`config.mk`:
```
export PLATFORM = sky130hd
export DESIGN_NAME = alu_seq_ctrl
export DESIGN_NICKNAME = d
export VERILOG_FILES = /design/src/rtl/alu_seq_ctrl.sv
export SDC_FILE = /design/constraint.sdc
export NUM_CORES = 1
export LEC_CHECK = 0
export CORE_ASPECT_RATIO = 1.5
export CORE_UTILIZATION = 25
export DETAILED_ROUTE_END_ITERATION = 10
export HOLD_SLACK_MARGIN = 0.06
export SYNTH_ARGS = -nofsm -noshare
export SYNTH_HDL_FRONTEND = slang
export SYNTH_SLANG_ARGS = --single-unit
```
`constraint.sdc`:
```
create_clock -name clk -period 3.2 [get_ports clk]
set_input_delay 0.64 -clock clk [delete_from_list [all_inputs] [get_ports clk]]
set_output_delay 0.64 -clock clk [all_outputs]
set_load 0.01 [all_outputs]
```
`src/rtl/alu_seq_ctrl.sv`:
```
// alu_seq_ctrl: issue-side sequencer for the combinational 8-bit ALU.
//
// This block accepts one 16-bit instruction over a valid/ready handshake. It reads
// its operands from a 4-entry register file (r0 is hardwired to zero). It drives
// registered operands and an opcode to an external combinational ALU. It captures
// the ALU result and zero flag, then writes the result back. Each instruction
// visits IDLE, DECODE, EXEC and WB for one cycle each.
//
// Instruction word:
//   [15:13] op   [12] use_imm   [11:10] rd   [9:8] rs1   [7:6] rs2   [7:0] imm
//
// Ports:
//   clk, rst_n     clock, asynchronous active-low reset
//   in_valid       instruction offered
//   in_instr       instruction word, sampled only on the handshake edge
//   in_ready       high only in IDLE (decoded from state alone)
//   alu_a/b/op     registered ALU operands and opcode
//   alu_r/zero     combinational ALU result and zero flag
//   out_valid      1-cycle retire pulse
//   out_illegal    1-cycle pulse together with out_valid for an illegal opcode
//   out_result     last legal result written (held)
//   out_zero       zero flag of last legal retire (held)
//   dbg_sel/data   combinational register-file read port
//   zero_cnt       (ALU_SEQ_ZERO_CNT_EN only) saturating count of legal zero retires
//
// Build option: define ALU_SEQ_ZERO_CNT_EN to add the zero_cnt port and its counter.

module alu_seq_ctrl #(
    parameter int unsigned     BITS      = 8,
    parameter logic [BITS-1:0] RESET_VAL = '0
) (
    input  logic            clk,
    input  logic            rst_n,
    input  logic            in_valid,
    input  logic [15:0]     in_instr,
    output logic            in_ready,
    output logic [BITS-1:0] alu_a,
    output logic [BITS-1:0] alu_b,
    output logic [2:0]      alu_op,
    input  logic [BITS-1:0] alu_r,
    input  logic            alu_zero,
    output logic            out_valid,
    output logic [BITS-1:0] out_result,
    output logic            out_zero,
    output logic            out_illegal,
    input  logic [1:0]      dbg_sel,
    output logic [BITS-1:0] dbg_data
`ifdef ALU_SEQ_ZERO_CNT_EN
    ,
    output logic [7:0]      zero_cnt
`endif
);

    typedef enum logic [1:0] {StIdle, StDecode, StExec, StWb} state_e;

    state_e          state_q, state_d;
    logic [15:0]     instr_q, instr_d;
    logic [BITS-1:0] r1_q, r1_d, r2_q, r2_d, r3_q, r3_d;
    logic [BITS-1:0] alu_a_q, alu_a_d, alu_b_q, alu_b_d;
    logic [2:0]      alu_op_q, alu_op_d;
    logic [BITS-1:0] res_q, res_d;
    logic            zflag_q, zflag_d;
    logic            out_valid_q, out_valid_d;
    logic            out_illegal_q, out_illegal_d;
    logic [BITS-1:0] out_result_q, out_result_d;
    logic            out_zero_q, out_zero_d;

    // Captured instruction fields
    logic [2:0]      op;
    logic            use_imm;
    logic [1:0]      rd, rs1, rs2;
    logic [BITS-1:0] imm;
    logic            legal;
    logic [BITS-1:0] rs1_val, rs2_val;

    assign op      = instr_q[15:13];
    assign use_imm = instr_q[12];
    assign rd      = instr_q[11:10];
    assign rs1     = instr_q[9:8];
    assign rs2     = instr_q[7:6];
    assign imm     = BITS'(instr_q[7:0]);

    always_comb begin
        legal = 1'b0;
        case (op)
            3'b000, 3'b001, 3'b010, 3'b011, 3'b101: legal = 1'b1;
            default:                                 legal = 1'b0;
        endcase
    end

    // r0 reads as zero; it has no storage
    function automatic logic [BITS-1:0] rf_read(input logic [1:0]      sel,
                                                input logic [BITS-1:0] v1,
                                                input logic [BITS-1:0] v2,
                                                input logic [BITS-1:0] v3);
        logic [BITS-1:0] v;
        v = '0;
        case (sel)
            2'd1:    v = v1;
            2'd2:    v = v2;
            2'd3:    v = v3;
            default: v = '0;
        endcase
        return v;
    endfunction

    assign rs1_val  = rf_read(rs1, r1_q, r2_q, r3_q);
    assign rs2_val  = rf_read(rs2, r1_q, r2_q, r3_q);
    assign dbg_data = rf_read(dbg_sel, r1_q, r2_q, r3_q);

    assign in_ready = (state_q == StIdle);

    always_comb begin
        state_d       = state_q;
        instr_d       = instr_q;
        r1_d          = r1_q;
        r2_d          = r2_q;
        r3_d          = r3_q;
        alu_a_d       = alu_a_q;
        alu_b_d       = alu_b_q;
        alu_op_d      = alu_op_q;
        res_d         = res_q;
        zflag_d       = zflag_q;
        out_valid_d   = 1'b0;
        out_illegal_d = 1'b0;
        out_result_d  = out_result_q;
        out_zero_d    = out_zero_q;

        unique case (state_q)
            StIdle: begin
                if (in_valid) begin
                    instr_d = in_instr;
                    state_d = StDecode;
                end
            end
            StDecode: begin
                // Operands are read here, after any prior write-back, so there are no hazards
                alu_a_d  = rs1_val;
                alu_b_d  = use_imm ? imm : rs2_val;
                alu_op_d = op;
                state_d  = StExec;
            end
            StExec: begin
                res_d   = alu_r;
                zflag_d = alu_zero;
                state_d = StWb;
            end
            StWb: begin
                // Retire outputs are registered, so out_valid appears with the IDLE cycle
                out_valid_d   = 1'b1;
                out_illegal_d = ~legal;
                if (legal) begin
                    out_result_d = res_q;
                    out_zero_d   = zflag_q;
                    case (rd)
                        2'd1:    r1_d = res_q;
                        2'd2:    r2_d = res_q;
                        2'd3:    r3_d = res_q;
                        default: ;
                    endcase
                end
                state_d = StIdle;
            end
            default: state_d = StIdle;
        endcase
    end

    always_ff @(posedge clk or negedge rst_n) begin
        if (!rst_n) begin
            state_q       <= StIdle;
            instr_q       <= '0;
            r1_q          <= RESET_VAL;
            r2_q          <= RESET_VAL;
            r3_q          <= RESET_VAL;
            alu_a_q       <= '0;
            alu_b_q       <= '0;
            alu_op_q      <= '0;
            res_q         <= '0;
            zflag_q       <= 1'b0;
            out_valid_q   <= 1'b0;
            out_illegal_q <= 1'b0;
            out_result_q  <= '0;
            out_zero_q    <= 1'b0;
        end else begin
            state_q       <= state_d;
            instr_q       <= instr_d;
            r1_q          <= r1_d;
            r2_q          <= r2_d;
            r3_q          <= r3_d;
            alu_a_q       <= alu_a_d;
            alu_b_q       <= alu_b_d;
            alu_op_q      <= alu_op_d;
            res_q         <= res_d;
            zflag_q       <= zflag_d;
            out_valid_q   <= out_valid_d;
            out_illegal_q <= out_illegal_d;
            out_result_q  <= out_result_d;
            out_zero_q    <= out_zero_d;
        end
    end

    assign alu_a       = alu_a_q;
    assign alu_b       = alu_b_q;
    assign alu_op      = alu_op_q;
    assign out_valid   = out_valid_q;
    assign out_illegal = out_illegal_q;
    assign out_result  = out_result_q;
    assign out_zero    = out_zero_q;

`ifdef ALU_SEQ_ZERO_CNT_EN
    logic [7:0] zero_cnt_q, zero_cnt_d;

    always_comb begin
        zero_cnt_d = zero_cnt_q;
        if (state_q == StWb && legal && zflag_q && zero_cnt_q != 8'hFF) begin
            zero_cnt_d = zero_cnt_q + 8'd1;
        end
    end

    always_ff @(posedge clk or negedge rst_n) begin
        if (!rst_n) begin
            zero_cnt_q <= '0;
        end else begin
            zero_cnt_q <= zero_cnt_d;
        end
    end

    assign zero_cnt = zero_cnt_q;
`endif

endmodule

```
==> results of run 1 <==
-- worst max-delay path by stage --
stage                from     endpoint  slack (ns)  cells past startpoint
2_1_floorplan  dbg_sel[1]  dbg_data[6]        1.02                      3
3_3_place_gp   dbg_sel[1]  dbg_data[0]        0.13                      6
3_5_place_dp   dbg_sel[1]  dbg_data[0]        0.14                      6
4_1_cts        dbg_sel[1]  dbg_data[0]        0.13                      6
5_1_grt        dbg_sel[1]  dbg_data[5]        0.09                      6
6_report       dbg_sel[1]  dbg_data[0]        0.15                      6
-- synth_stat cells, drive strengths merged --
| cell | instances |
|---|---|
| clkbuf | 16 |
| a22o | 8 |
| a21oi | 18 |
| buf | 4 |
| and3 | 1 |
| inv | 3 |
| dfrtp | 81 |
| a22oi | 15 |
| nor3b | 1 |
| nor2b | 5 |
| nand3 | 1 |
| and2 | 1 |
| ha | 4 |
| nand3b | 8 |
| a31oi | 1 |
| nor2 | 11 |
| o31ai | 1 |
| a21bo | 1 |
| a211oi | 1 |
| nand2 | 2 |
| mux2 | 84 |
| o21ai | 10 |
| nand2b | 1 |
-- logic make-up (layout without fill, tap and decap cells) --
family / count (synthesis) / in the layout / share of synthesized area (%)
adder cells (fa/ha/maj): 4 / 4 / 1.367
buffers and inverters: 23 / 92 / 2.528
AO/OA/AOI/OAI: 55 / 55 / 10.22
multiplexers: 84 / 84 / 25.83
AND/OR/NAND/NOR: 31 / 31 / 4.715
flip-flops: 81 / 81 / 55.35
-- metrics by stage --
| stage | area, µm² | setup WS [ns] | util [%] | hold slack (ns) | cells |
|---|---|---|---|---|---|
| 2_1_floorplan | 3662 | 1.020 | - | 0.3444 | 278 |
| 3_3_place_gp | 4537 | 0.1268 | 31.97 | 0.4801 | 523 |
| 3_5_place_dp | 4537 | 0.1357 | 31.97 | 0.4843 | 523 |
| 4_1_cts | 4827 | 0.1288 | 34.02 | 0.5051 | 539 |
| 5_1_grt | 4827 | 0.08750 | 34.02 | 0.5221 | 539 |
| 6_report | 4827 | 0.1506 | 34.02 | 0.4737 | 539 |
-- worst max-delay path: stages --
cell and delay (ns):
clkdlybuf4s50_1 0.45, buf_4 0.17, nor2b_1 0.28, buf_4 0.17, a22o_1 0.15, clkdlybuf4s50_1 0.54
-- state kept, by name (all words and copies together), names as in the netlist, 2 cells and up --
name	count
r3_q	8
r2_q	8
state_q	2
alu_a	8
out_result	8
alu_b	8
alu_op	3
instr_q	16
res_q	8
r1_q	8
-- report_power, final --
| part | internal, mW | switching [mW] | total (mW) |
|---|---|---|---|
| clock network | 0.623 | 0.385 | 1.01 |
| registers | 1.55 | 0.551 | 2.10 |
| logic | 1.25 | 0.842 | 2.09 |
| total | 3.42 | 1.78 | 5.20 |
-- cell usage in the layout (no fill, tap or decap), drive strengths merged --
master / netlist / routed
o31ai: 1 / 1
nand3b: 8 / 8
nor2: 11 / 11
bufinv: 0 / 1
a22oi: 15 / 15
nand2: 2 / 2
a21oi: 18 / 18
clkbuf: 16 / 13
mux2: 84 / 84
clkdlybuf4s50: 0 / 67
buf: 4 / 6
o21ai: 10 / 10
a21bo: 1 / 1
a31oi: 1 / 1
dfrtp: 81 / 81
clkinv: 0 / 2
nand2b: 1 / 1
nor3b: 1 / 1
a211oi: 1 / 1
ha: 4 / 4
and3: 1 / 1
nor2b: 5 / 5
nand3: 1 / 1
a22o: 8 / 8
inv: 3 / 3
and2: 1 / 1
-- cell type report --
| type | count | area [µm²] | share of cell area (%) |
|---|---|---|---|
| clock buffer | 13 | 250.2 | 5.184 |
| clock inverter | 3 | 40.04 | 0.8294 |
| inverter | 3 | 11.26 | 0.2333 |
| multi-input combinational | 174 | 1543 | 31.96 |
| sequential | 81 | 2027 | 41.99 |
| tap | 192 | 240.2 | 4.977 |
| timing repair buffer | 73 | 715.7 | 14.83 |
-- routing by layer --
layer,GRT usage (%),routed length [µm]
met1,13.82,3536
met2,22.71,4874
met3,2.786,273
met4,7.391,322
met5,0,0
==> qor.yml, run 1 <==
outcome:
  run_status: "completed"
final_layout:
  final.fill_count: 1435
  antenna_cells: 0
  fin_nets: 376
  post_route_cells_drive_above_1_share_pct: 31.12
  area_growth_pct: 31.81
clocking:
  cts_setup_buffers: 0
  cts_hold_buf: 0
  htreeDepth: 3
  cts_tree: "done"
  cts_buffers: 9
  cts-root-buf: "clkbuf_16"
  clkLatencyLatePin_ns: 0.34
  cts.clk_slew.worst_paths_ns: 0.06
  cts_resized: 0
  clkSinkCount: 81
  clk_path_buf_depth: 2
synthesis:
  syn_nets: 312
  synth-seq-area-share_pct: 55.35
  syn_area_mm2: 0.003662
  synth_top_area_share_pct: 55.35
  synth_area_leaders: "dfrtp_1 (55%), mux2_2 (26%), a22oi_1 (3.1%)"
  ys_seq_elements: 81
  ys_warn_count: 0
  avgSynthCellArea_um2: 13.17
  synth_cells: 278
  ys_types: 25
  yosys.area.top_type: "dfrtp_1"
placement:
  place.gp.congestion: 0.8056
  hpwlAfterDp_um: 6517
  io_buffers: 68
global_route:
  grt_usage_pct: 12.77
  grt_max_degree: 82
  grt_antenna_before_repair: 0
  grt_pass1_vias: 2606
  grt_pass1_wl_um: 14260
  grt_remaining_overflow: 0
timing:
  setup_violations: 0
  final-hold-violation-count: 0
  fin_crit_sh_pct: 95.29
  rsz0062_at_grt: "no"
  fin_tns_setup_ns: 0
  clock_skew_ns: 0.005532
  fmaxAchievable_mhz: 327.9
  max_slew_margin_pct: 31.42
  min_period_ns: 3.049
  worst_pin_slew_ns: 1.029
  slew_violations: 0
power_and_ir_drop:
  vdd_ir_drop_max_uv: 292.6
  power.total_mw: 5.200
  leakage_nw: 1.963
  power_density_mw_per_mm2: 1077
die:
  core-area_mm2: 0.01419
  start_util_pct: 25.81
  row_count: 53
  fp.dieH_um: 150.2
  ios: 69
  die_w_um: 100.8
  die_area_mm2: 0.01515
drt:
  vias_per_cell: 4.575
  dr_total_vias: 2466
  wl_per_cell_um: 16.71
  wirelength_um: 9006
  dr.pass1.iters: 4
  remaining_drc_errors: 0
  postRouteAntennaNets: 0
  drt_iter0_drc: 60
worst_setup_path:
  ff2ff_path_depth: 4
  arrival_ns: 2.41
  r2r-start: "state_q[0]"
  worstPathRequired_ns: 2.56
  r2r-end: "instr_q[10]"
  worstPathMaxFanout: 9
  critPathCaptureType: "output port"
  rrSetupSlack_ns: 1.34
  criticalPathCategory: "in2out"
  cp-start-kind: "input pin"
run:
  max_cap_viol_count: 0
worst_hold_path:
  worstHoldPathType: "in2async"
No activity file was read; power rests on OpenSTA's default activity.
==> run 2: changes to the inputs <==
--- a/config.mk
+++ b/config.mk
@@ -9,6 +9,8 @@
 export CORE_UTILIZATION = 25
 export DETAILED_ROUTE_END_ITERATION = 10
 export HOLD_SLACK_MARGIN = 0.06
+export PLACE_DENSITY = 0.43
 export SYNTH_ARGS = -nofsm -noshare
 export SYNTH_HDL_FRONTEND = slang
 export SYNTH_SLANG_ARGS = --single-unit
+export TNS_END_PERCENT = 20
==> qor.yml, run 2 (synthesized netlist as in run 1, its figures left out) <==
final_layout:
  finalInstanceArea_mm2: 0.004860  # was 0.004827 mm²
  area_growth_pct: 32.70  # was 31.81%
  final_cell_mix: "mux2_2 (84), dfrtp_1 (81), clkdlybuf4s50_1 (67)"  # unchanged
  fin_nets: 378  # was 376
  final_common_cell: "mux2_2"  # unchanged
  largest-register: "instr_q"  # unchanged
  post_route_cells_drive_above_1_share_pct: 32.09  # was 31.12%
  antenna_cells: 0  # unchanged
  largest_reg_flops: 16  # unchanged
power_and_ir_drop:
  p_comb_share_pct: 39.7  # was 40.2%
  internal_power_mw: 3.448  # was 3.422 mW
  clkPwrFrac_pct: 20.1  # was 19.4%
  vdd_ir_drop_max_uv: 296.8  # was 292.6 µV
  power_density_mw_per_mm2: 1073  # was 1077 mW/mm²
  power.total_mw: 5.214  # was 5.200 mW
  netSwitchingPower_mw: 1.766  # was 1.778 mW
  switching_share_pct: 33.87  # was 34.20%
  seq_power_share_pct: 40.2  # was 40.4%
  leakage_nw: 1.978  # was 1.963 nW
timing:
  min_period_ns: 3.013  # was 3.049 ns
  worst_pin_slew_ns: 0.7616  # was 1.029 ns
  max_slew_margin_pct: 49.10  # was 31.42%
  setup_ws_ns: 0.1868  # was 0.1506 ns
  whs_ns: 0.3155  # was 0.4737 ns
  fin_crit_sh_pct: 94.16  # was 95.29%
  fmaxAchievable_mhz: 331.9  # was 327.9 MHz
  final-hold-violation-count: 0  # unchanged
  setup_violations: 0  # unchanged
  slew_violations: 0  # unchanged
  rsz0062_at_grt: "no"  # unchanged
  clock_skew_ns: 0.005084  # was 0.005532 ns
  fin_tns_setup_ns: 0  # unchanged
die:
  start_util_pct: 25.81  # unchanged
  core-area_mm2: 0.01419  # unchanged
  die_w_um: 100.8  # unchanged
  ios: 69  # unchanged
  fp.dieH_um: 150.2  # unchanged
  die_area_mm2: 0.01515  # unchanged
  row_count: 53  # unchanged
drt:
  vias_per_cell: 4.427  # was 4.575
  wirelength_um: 9128  # was 9006 µm
  dr_total_vias: 2395  # was 2,466
  drt_iter0_drc: 39  # was 60
  remaining_drc_errors: 0  # unchanged
  wl_per_cell_um: 16.87  # was 16.71 µm
  postRouteAntennaNets: 0  # unchanged
  dr.pass1.iters: 4  # unchanged
clocking:
  clkSinkCount: 81  # unchanged
  cts_buffers: 9  # unchanged
  clk_path_buf_depth: 2  # unchanged
  cts.clk_slew.worst_paths_ns: 0.06  # about the same
  cts-root-buf: "clkbuf_16"  # unchanged
  cts_tree: "done"  # unchanged
  clkLatencyLatePin_ns: 0.33  # was 0.34 ns
  cts_hold_buf: 0  # unchanged
  cts_setup_buffers: 0  # unchanged
  cts_resized: 0  # unchanged
  htreeDepth: 3  # unchanged
worst_setup_path:
  ff2ff_path_depth: 4  # unchanged
  worstPathRequired_ns: 2.56  # about the same
  endpoint: "dbg_data[5]"  # was dbg_data[0]
  cp-start-kind: "input pin"  # unchanged
  startpoint: "dbg_sel[1]"  # unchanged
  r2r-end: "instr_q[7]"  # was instr_q[10]
  rrSetupSlack_ns: 1.35  # was 1.34 ns
  arrival_ns: 2.37  # was 2.41 ns
  critPathCaptureType: "output port"  # unchanged
  r2r-start: "state_q[0]"  # unchanged
  worstPathMaxFanout: 9  # unchanged
  criticalPathCategory: "in2out"  # unchanged
placement:
  pre_cts_ws_ns: 0.1684  # was 0.1357 ns
  hpwlAfterDp_um: 6734  # was 6517 µm
  place.gp.congestion: 0.7199  # was 0.8056
  io_buffers: 68  # unchanged
  dpl_cell_area_mm2: 0.004552  # was 0.004537 mm²
worst_hold_path:
  worstHoldPathType: "in2async"  # unchanged
global_route:
  grt_pass1_vias: 2597  # was 2,606
  grt_remaining_overflow: 0  # unchanged
  grt_max_degree: 49  # was 82
  grt_pass1_wl_um: 14610  # was 14,260 µm
  grt_usage_pct: 13.02  # was 12.77%
  grt_antenna_before_repair: 0  # unchanged
outcome:
  run_status: "completed"  # unchanged
run:
  max_cap_viol_count: 0  # unchanged
[run 2: area by class of cell]
class                   count  area, µm²
repair buffers             75      730.7
multi-input cells         174       1543
well taps                 192      240.2
clock inverters             4      51.30
clock buffers              12      256.5
flip-flops and latches     81       2027
inverters                   3      11.26
fillers                  1465       9331
[run 2: how the worst min path moves through the flow]
stage | slack (ns) | to | cells past startpoint
after floorplan | 0.34 | alu_a[0] | 0
after global placement | 0.48 | instr_q[2] | 1
after detailed placement | 0.49 | instr_q[2] | 1
after CTS | 0.35 | instr_q[12] | 1
after global routing | 0.38 | instr_q[12] | 1
final | 0.32 | instr_q[12] | 1
[run 2: critical path: stages]
cell             delay (ns)
clkdlybuf4s50_1        0.46
buf_4                  0.18
nor2b_1                0.25
buf_4                  0.17
a22o_1                 0.14
clkdlybuf4s50_1        0.53
[run 2: through the flow]
stage                     std cells  utilization (%)
after floorplan                 278                -
after global placement          525            32.08
after detailed placement        525            32.08
after CTS                       541            34.24
after global routing            541            34.24
final                           541            34.24
[run 2: power groups by stage]
stage               logic [mW]  registers [mW]  clock network [mW]
detailed placement        2.10            2.12                   0
finish                    2.07            2.10                1.05
global placement          2.08            2.11                   0
floorplan                 1.35            1.93                   0
CTS                       2.12            2.11                1.08
global route              2.27            2.19                1.13
[run 2: layer usage]
metal | track usage [%] | routed length [µm] | part of all wire [%] | vias to the layer above
met5 | 0 | 0 | 0 | -
met4 | 5.435 | 153 | 1.7 | 0
met3 | 2.182 | 221 | 2.4 | 11
met2 | 22.74 | 4826 | 53 | 45
met1 | 15.71 | 3927 | 43 | 1204
li1 | - | - | - | 1135
